[src/rtl/sap_exec_ctrl_pkg.sv]
// rtl/sap_exec_ctrl_pkg.sv - opcode, stage and flag constants for the SAP execution core
package sap_exec_ctrl_pkg;

    typedef enum logic [3:0] {
        OP_NOP = 4'h0,
        OP_LDA = 4'h1,
        OP_ADD = 4'h2,
        OP_SUB = 4'h3,
        OP_STA = 4'h4,
        OP_LDI = 4'h5,
        OP_JMP = 4'h6,
        OP_JC  = 4'h7,
        OP_JZ  = 4'h8,
        OP_OUT = 4'hE,
        OP_HLT = 4'hF
    } opcode_e;

    localparam logic [2:0] ST_FETCH_ADDR  = 3'd0;
    localparam logic [2:0] ST_FETCH_INSTR = 3'd1;
    localparam logic [2:0] ST_EXEC0       = 3'd2;
    localparam logic [2:0] ST_EXEC1       = 3'd3;
    localparam logic [2:0] ST_EXEC2       = 3'd4;

    localparam int FLAG_C = 1;
    localparam int FLAG_Z = 0;

endpackage

[src/rtl/sap_tick_gen.sv]
// rtl/sap_tick_gen.sv - divider producing a one-cycle tick every DIV fclk cycles
module sap_tick_gen #(
    parameter int DIV = 500000
) (
    input  logic fclk,
    input  logic reset,
    output logic tick
);

    localparam int CW = (DIV > 1) ? $clog2(DIV) : 1;
    localparam logic [CW-1:0] LAST = CW'(DIV - 1);

    logic [CW-1:0] cnt;

    assign tick = (cnt == LAST);

    always_ff @(posedge fclk) begin
        if (reset) begin
            cnt <= '0;
        end else if (tick) begin
            cnt <= '0;
        end else begin
            cnt <= cnt + CW'(1);
        end
    end

endmodule

[src/rtl/sap_exec_ctrl.sv]
// rtl/sap_exec_ctrl.sv - SAP microcode controller, A/B registers and ALU gated by the tick
module sap_exec_ctrl
    import sap_exec_ctrl_pkg::*;
#(
    parameter int DIV = 500000
) (
    input  logic       fclk,
    input  logic       reset,
    input  logic [7:0] ir,
    input  logic [2:0] stage,
    input  logic [1:0] flags,
    input  logic [7:0] bus,
    output logic       tick,
    output logic       ctrl_ai,
    output logic       ctrl_ao,
    output logic       ctrl_bi,
    output logic       ctrl_ce,
    output logic       ctrl_co,
    output logic       ctrl_eo,
    output logic       ctrl_fi,
    output logic       ctrl_ht,
    output logic       ctrl_ii,
    output logic       ctrl_io,
    output logic       ctrl_jp,
    output logic       ctrl_mi,
    output logic       ctrl_oi,
    output logic       ctrl_ri,
    output logic       ctrl_ro,
    output logic       ctrl_su,
    output logic [7:0] a_reg,
    output logic [8:0] alu,
    output logic       flag_c,
    output logic       flag_z
);

    logic [7:0] b_reg;
    logic       unused_ir_low;

    assign unused_ir_low = ^ir[3:0];

    sap_tick_gen #(.DIV(DIV)) u_tick_gen (
        .fclk  (fclk),
        .reset (reset),
        .tick  (tick)
    );

    always_ff @(posedge fclk) begin
        if (reset) begin
            a_reg <= 8'h00;
            b_reg <= 8'h00;
        end else if (tick) begin
            if (ctrl_ai) a_reg <= bus;
            if (ctrl_bi) b_reg <= bus;
        end
    end

    // Subtract is A + ~B + 1, so carry out means no borrow.
    assign alu    = {1'b0, a_reg} + {1'b0, (ctrl_su ? ~b_reg : b_reg)} + {8'h00, ctrl_su};
    assign flag_c = alu[8];
    assign flag_z = (alu[7:0] == 8'h00);

    always_comb begin
        ctrl_ai = 1'b0;
        ctrl_ao = 1'b0;
        ctrl_bi = 1'b0;
        ctrl_ce = 1'b0;
        ctrl_co = 1'b0;
        ctrl_eo = 1'b0;
        ctrl_fi = 1'b0;
        ctrl_ht = 1'b0;
        ctrl_ii = 1'b0;
        ctrl_io = 1'b0;
        ctrl_jp = 1'b0;
        ctrl_mi = 1'b0;
        ctrl_oi = 1'b0;
        ctrl_ri = 1'b0;
        ctrl_ro = 1'b0;
        ctrl_su = 1'b0;
        case (stage)
            ST_FETCH_ADDR: begin
                ctrl_co = 1'b1;
                ctrl_mi = 1'b1;
            end
            ST_FETCH_INSTR: begin
                ctrl_ro = 1'b1;
                ctrl_ii = 1'b1;
                ctrl_ce = 1'b1;
            end
            ST_EXEC0: begin
                case (ir[7:4])
                    OP_LDA, OP_ADD, OP_SUB, OP_STA: begin
                        ctrl_io = 1'b1;
                        ctrl_mi = 1'b1;
                    end
                    OP_LDI: begin
                        ctrl_io = 1'b1;
                        ctrl_ai = 1'b1;
                    end
                    OP_JMP: begin
                        ctrl_io = 1'b1;
                        ctrl_jp = 1'b1;
                    end
                    OP_JC: begin
                        ctrl_io = flags[FLAG_C];
                        ctrl_jp = flags[FLAG_C];
                    end
                    OP_JZ: begin
                        ctrl_io = flags[FLAG_Z];
                        ctrl_jp = flags[FLAG_Z];
                    end
                    OP_OUT: begin
                        ctrl_ao = 1'b1;
                        ctrl_oi = 1'b1;
                    end
                    OP_HLT: ctrl_ht = 1'b1;
                    default: ;
                endcase
            end
            ST_EXEC1: begin
                case (ir[7:4])
                    OP_LDA: begin
                        ctrl_ro = 1'b1;
                        ctrl_ai = 1'b1;
                    end
                    OP_ADD, OP_SUB: begin
                        ctrl_ro = 1'b1;
                        ctrl_bi = 1'b1;
                    end
                    OP_STA: begin
                        ctrl_ao = 1'b1;
                        ctrl_ri = 1'b1;
                    end
                    default: ;
                endcase
            end
            ST_EXEC2: begin
                if (ir[7:4] == OP_ADD || ir[7:4] == OP_SUB) begin
                    ctrl_eo = 1'b1;
                    ctrl_ai = 1'b1;
                    ctrl_fi = 1'b1;
                    ctrl_su = (ir[7:4] == OP_SUB);
                end
            end
            default: ;
        endcase
    end

endmodule

[config.mk]
export PLATFORM = sky130hd
export DESIGN_NAME = sap_exec_ctrl
export DESIGN_NICKNAME = d
export VERILOG_FILES = /design/src/rtl/sap_exec_ctrl_pkg.sv /design/src/rtl/sap_tick_gen.sv /design/src/rtl/sap_exec_ctrl.sv
export SDC_FILE = /design/constraint.sdc
export NUM_CORES = 1
export LEC_CHECK = 0
export ABC_AREA = 1
export CAP_MARGIN = 20
export CORE_MARGIN = 5
export CORE_UTILIZATION = 49
export DETAILED_ROUTE_END_ITERATION = 8
export PLACE_DENSITY = 0.8
export SLEW_MARGIN = 5
export SYNTH_ARGS = -nofsm -noshare
export SYNTH_HDL_FRONTEND = slang
export SYNTH_HIERARCHICAL = 1
export SYNTH_SLANG_ARGS = --single-unit
[constraint.sdc]
create_clock -name fclk -period 3.1 [get_ports fclk]
set_input_delay 0.62 -clock fclk [delete_from_list [all_inputs] [get_ports fclk]]
set_output_delay 0.62 -clock fclk [all_outputs]
set_load 0.005 [all_outputs]
; Yosys cells after proc, flatten, opt, wreduce, memory -nomap -nowiden
; Cells that the tools add are included.
[word_totals]
out_inout_bits = 36
elab_cells = 59
latchBits = 0
regBits = 35
input_bits = 23
mem_bits_rw = 0
mem_bits_ro = 0
mem_count = 0
[op_classes]
n_lt_le_gt_ge = 0
shift = 0
mul = 0
n_reduce_logical = 10
n_addsub = 3
bitwise_logic = 1
n_eq_ne = 15
div = 0
mux = 27
[op_table]
columns = cell, count
row1 = 1-bit 2-to-1 mux, 20
row2 = 19-bit by 1-bit adder with 19-bit output (second input constant), 1
row3 = 19-bit equality test (second input constant), 1
row4 = 4-bit by 3-bit equality test with 1-bit output (second input constant), 4
row5 = 4-bit equality test (second input constant), 3
row6 = 8-bit by 8-bit adder with 9-bit output, 1
row7 = 9-bit by 1-bit adder with 9-bit output, 1
row8 = 1-bit case mux with 3 select lines, 3
row9 = 4-bit by 2-bit equality test with 1-bit output (second input constant), 2
row10 = 8-bit zero test, 1
row11 = 8-bit 2-to-1 mux, 1
row12 = 8-bit inverter, 1
row13 = 3-bit by 2-bit equality test with 1-bit output (second input constant), 2
row14 = 1-bit case mux with 2 select lines, 3
row15 = 6-bit OR reduction, 1
row16 = 4-bit by 1-bit equality test with 1-bit output (second input constant), 1
row17 = 2-bit AND reduction, 2
row18 = 2-bit OR reduction, 2
row19 = 4-bit OR reduction, 1
row20 = 3-bit by 1-bit equality test with 1-bit output (second input constant), 1
row21 = 3-bit equality test (second input constant), 1
row22 = 3-bit zero test, 1
row23 = 3-bit OR reduction, 1
row24 = 1-bit logical OR, 1

; Depth between registers and ports, before layout
[logic_depth]
depth_word = 8
ltp_mapped = 17
mapped_depth_nobuf = 17

; Modules after synthesis
; The synthesis kept the hierarchy.
[by_module_without_submodules]
columns = module, area_each_um2, instances, seq_area_each_um2, cells_per_inst
row1 = sap_exec_ctrl, 1312.5, 1, 320.3, 194
row2 = sap_tick_gen, 1017.2, 1, 380.4, 152

; Worst setup path after synthesis
; Ideal clock, no wire load.
[synth_timing]
kind = input to output
start = input port stage[0]
end = output port alu[8]
path_buffers = 1
slack_ns = 0.246
required_ns = 2.480
stages = 12
t_arrival_ns = 2.234
cell_sequence = inv_2 > nand2_1 > nor2_2 > nand2_4 > xor2_1 > fa_1 > inv_1 > nand4_1 > nand3_1 > a21oi_1 > o21bai_1 > buf_4
[synth_between]
elab_chain_cells = 5
[synth_rtl]
columns = element, line_no
row1 = "start, declared", sap_exec_ctrl.sv:10  ; input logic [2:0] stage,
row2 = 3-bit equality test (*), sap_exec_ctrl.sv:79  ; case (stage)
row3 = 1-bit 2-to-1 mux (*), sap_exec_ctrl.sv:79
row4 = 8-bit 2-to-1 mux, sap_exec_ctrl.sv:58  ; assign alu = {1'b0, a_reg} + {1'b0, (ctrl_su ? ~b_reg : b_reg)} + {8'h00, ctrl_su};
row5 = 8-bit by 8-bit adder with 9-bit output, sap_exec_ctrl.sv:58
row6 = 9-bit by 1-bit adder with 9-bit output (*), sap_exec_ctrl.sv:58
row7 = "end, declared", sap_exec_ctrl.sv:31  ; output logic [8:0] alu,
; Mark *: on every way between the ends. The rest lies on a longest branch, timed or not.

; Final worst setup path
[layout_timing]
start = input port stage[0]
end = output port flag_z
[layout_between]
elab_chain_cells = 6
[layout_rtl]
columns = element, line_no
row1 = 3-bit equality test (*), sap_exec_ctrl.sv:79
row2 = 1-bit 2-to-1 mux (*), sap_exec_ctrl.sv:79
row3 = 8-bit 2-to-1 mux, sap_exec_ctrl.sv:58
row4 = 8-bit by 8-bit adder with 9-bit output, sap_exec_ctrl.sv:58
row5 = 9-bit by 1-bit adder with 9-bit output (*), sap_exec_ctrl.sv:58
row6 = 8-bit zero test (*), sap_exec_ctrl.sv:60  ; assign flag_z = (alu[7:0] == 8'h00);
row7 = "end, declared", sap_exec_ctrl.sv:33  ; output logic flag_z
; Marked as above.

==> impl_summary.log <==
[metrics] area share of the leading cell type in the synthesized netlist: between 30% and 40%
[metrics] number of flip-flops and latches in the synthesized netlist: 35
[metrics] IO Port Bufs: 54
[metrics] worst min-delay path category: register to register
[metrics] most repeated cell in the gate-level netlist after synthesis: sky130_fd_sc_hd__nand2_1
[metrics] horizontal die dimension: 79.0 um
[metrics] sort of element at the end of the critical path: primary output
[metrics] longest individual stage delay on the worst path: 360 ps
[metrics] final routed DRC violation total: 0
[metrics] clock latency reported for the late side of the worst-skew pair: 290 ps
[metrics] I/O pin count: 59
[metrics] number of enable flip-flop cells after synthesis: 0
[metrics] final cycle utilization of the critical path: 104%
[metrics] Pwr per Cell Area: 279 mW/mm2
[metrics] number of distinct library cells after synthesis: 36
[metrics] Setup Viol. Count Final: 5
[metrics] antenna violations before repair: 0
[metrics] class of the most critical setup path: input pin to primary output
[metrics] status: finished with violations
[metrics] LEAKAGE: 0.00156 uW
[metrics] Reg clk slew, reported paths: 70 ps
[metrics] non-filler instance count after layout: approximately 500
[metrics] floorplan row count: 25
[metrics] number of cells on the worst reg-to-reg path: 9
[metrics] global route overflow: 0
[metrics] cell family with most CP delay: simple AND/OR/NAND/NOR gates
[metrics] pin count of the biggest net entering global routing: 19
[metrics] placeable core region: 0.00466 mm2
[metrics] routed len/inst: 14.9 um
[metrics] worst clock skew: ~10 ps
[metrics] total standard cell area after synthesis: about 0.0023 mm2
[metrics] proportion of register bits with asynchronous set or reset after synthesis: 0%
[metrics] number of flip-flops under the largest register name: 19
[metrics] height of the die: 79.0 um
[metrics] H-tree depth: 2
[metrics] Core Util, Final: 76.1%
[metrics] die outline area: 0.00623 mm2
[metrics] wire length of the first global-routing pass: 10800 um
[metrics] root buffer cell: sky130_fd_sc_hd__clkbuf_8
[metrics] Final GP Congestion: between 0.9 and 1
[metrics] cell type with the largest total area after synthesis: sky130_fd_sc_hd__dfxtp_1
[metrics] failing checks: negative setup slack
[metrics] portion of the post-synthesis area used by sequential elements: 30.1%
[metrics] post-layout min period: 3220 ps
[metrics] total of warnings raised by yosys: 6
[metrics] crit path max-delay cell type: sky130_fd_sc_hd__fa_2
[metrics] IR drop worst, VDD: 0.377 mV
[metrics] tightest slew margin relative to the limit: a little under three fifths
[metrics] TritonCTS clock tree: yes
[metrics] average vias per placed instance: 5.14
[metrics] Global Route Usage Sum: a little over a fifth
[metrics] final hold viol count: 0
[metrics] HPWL after detailed placement: around 4500 um
[metrics] highest achievable clock rate: 0.311 GHz
[metrics] number of max-cap violations: 0
[metrics] Avg Synthesized Cell Area: 6.73 um2
[metrics] Syn Inst Count: 346
[metrics] cell count after placement: 471
[metrics] Max FO, Critical Path: 5
[metrics] number of clock sinks seen by CTS: 35
[metrics] final layout net count: between 400 and 500
[metrics] count of cell instances traversed by the critical path: 17
[metrics] Iter 0 DRT Violations: 194
[metrics] number of buffer and inverter instances along the worst setup path: 5
[metrics] number of nets still failing antenna checks after routing: 0
[metrics] antenna diode count: 0
[metrics] top cells by area, synth: sky130_fd_sc_hd__dfxtp_1, sky130_fd_sc_hd__nand2_1, sky130_fd_sc_hd__nor2_1
[metrics] starting utilization of the core area: 50.0%
[metrics] total CTS buffers: 5
[metrics] routed wire length: 7400 um
[metrics] required time worst endpoint: 2480 ps
[metrics] Worst Max-Slew Pin Slew: 672 ps
[metrics] area added between synthesis and finish: 52.2%
[metrics] vias in the first global route: 2418
[metrics] most instantiated cells after synthesis: sky130_fd_sc_hd__nand2_1, sky130_fd_sc_hd__nor2_1, sky130_fd_sc_hd__inv_1, sky130_fd_sc_hd__dfxtp_1, sky130_fd_sc_hd__a21oi_1
[metrics] arrival time at the worst endpoint: 2600 ps
[metrics] router iterations before antenna repair: 5
[metrics] final-report max-slew violation count: 0
[metrics] Worst Hold Path Cells: 1
[metrics] share of layout cells above drive strength 1: 28.7%
[metrics] most frequently used flop master after synthesis: sky130_fd_sc_hd__dfxtp_1
[metrics] crit path setup slack, layout: -119 ps
[metrics] worst path cell trace: buf_8 > inv_4 > nand2_4 > nor2_4 > nand2_4 > buf_12 > nand2_8 > nand2_4 > fa_2 > buf_6 > xnor2_2 > nor2_1 > nand3_1 > nor2_1 > nand4_1 > nor2_1 > buf_2
[metrics] Synth Net Count: approximately 380
[metrics] unrepaired setup endpoints after global routing: yes
[metrics] deepest clock path buffer count: 2
[metrics] number of hold-repair buffers added at the cts stage: 0
[metrics] overall via count from detail_route: 2557
[metrics] Critical Path Source Type: input pin
-- cell type report --
class	count	area (um2)
clock buffers	6	82.6
repair buffers	95	833
well taps	54	67.6
clock inverters	2	35.0
inverters	46	180
fillers	312	1110
multi-input cells	259	1650
flip-flops and latches	35	701
-- power breakdown --
part | switching [uW] | internal [uW]
clock | 162 | 260
sequential | 3.20 | 453
combinational | 52.7 | 59.6
total | 218 | 772
-- metal layers --
layer  GRT usage [%]  wire (um)
met1            24.7       3080
met2            38.9       3840
met3            4.42        343
met4            11.2        139
met5               0          0
-- logic make-up (layout without fill, tap and decap cells) --
family / Yosys count / in the layout / share of synthesized area, %
DFF: 35 / 35 / 30.1
buffers and inverters: 52 / 149 / 9.40
and+or+nand+nor: 195 / 195 / 38.3
xor gates and xnor gates: 21 / 21 / 7.89
adders and majority gates: 10 / 10 / 5.69
AOI/OAI and AO/OA: 33 / 33 / 8.59
-- placed cells by master (no fill, tap or decap), drive strengths merged, types with 2 or more instances in the layout --
master         count
o22ai              2
nand2             98
nor2              61
xor2              11
a21oi             20
o21bai             3
nand3             22
buf               54
dlygate4sd2        2
xnor2             10
clkdlybuf4s50     36
ha                 9
nand4              6
dfxtp             35
o21ai              3
clkbuf             7
a211oi             2
inv               45
or2                2
dlymetal6s2s       2
nor3               4
clkinv             2
-- final timing paths --
path                     startpoint           endpoint  slack (ps)
hold / removal    u_tick_gen/cnt[0]  u_tick_gen/cnt[0]         480
setup reg to reg  u_tick_gen/cnt[0]           b_reg[1]        1090
hold reg to reg   u_tick_gen/cnt[0]  u_tick_gen/cnt[0]         480
setup / recovery           stage[0]             flag_z        -120
-- timing repair --
| action | in CTS | in global routing |
|---|---|---|
| pin swaps | 28 | 24 |
| buffers inserted | 17 | 1 |
| gates resized for setup | 78 | 35 |
| setup endpoints to repair | 10 | 10 |
-- metrics by stage --
step	setup TNS (ps)	setup WS, ps	area (um2)	power (uW)	hold slack [ps]
floorplan	0	246	2330	503	430
detailed placement	-6250	-794	3070	559	476
CTS	-77.1	-77.1	3360	992	490
finish	-291	-119	3550	991	482
global route	-923	-242	3550	1030	530
global placement	-5810	-731	3070	558	442
-- worst reg2reg max path: cells and delay by family (launching register included) --
family	cells	cell delay, ps
compound gates	1	130
flops	1	370
simple gates	6	1020
fa+ha+maj	1	240
buf+inv	1	180
(Power assumes the default switching activity.)
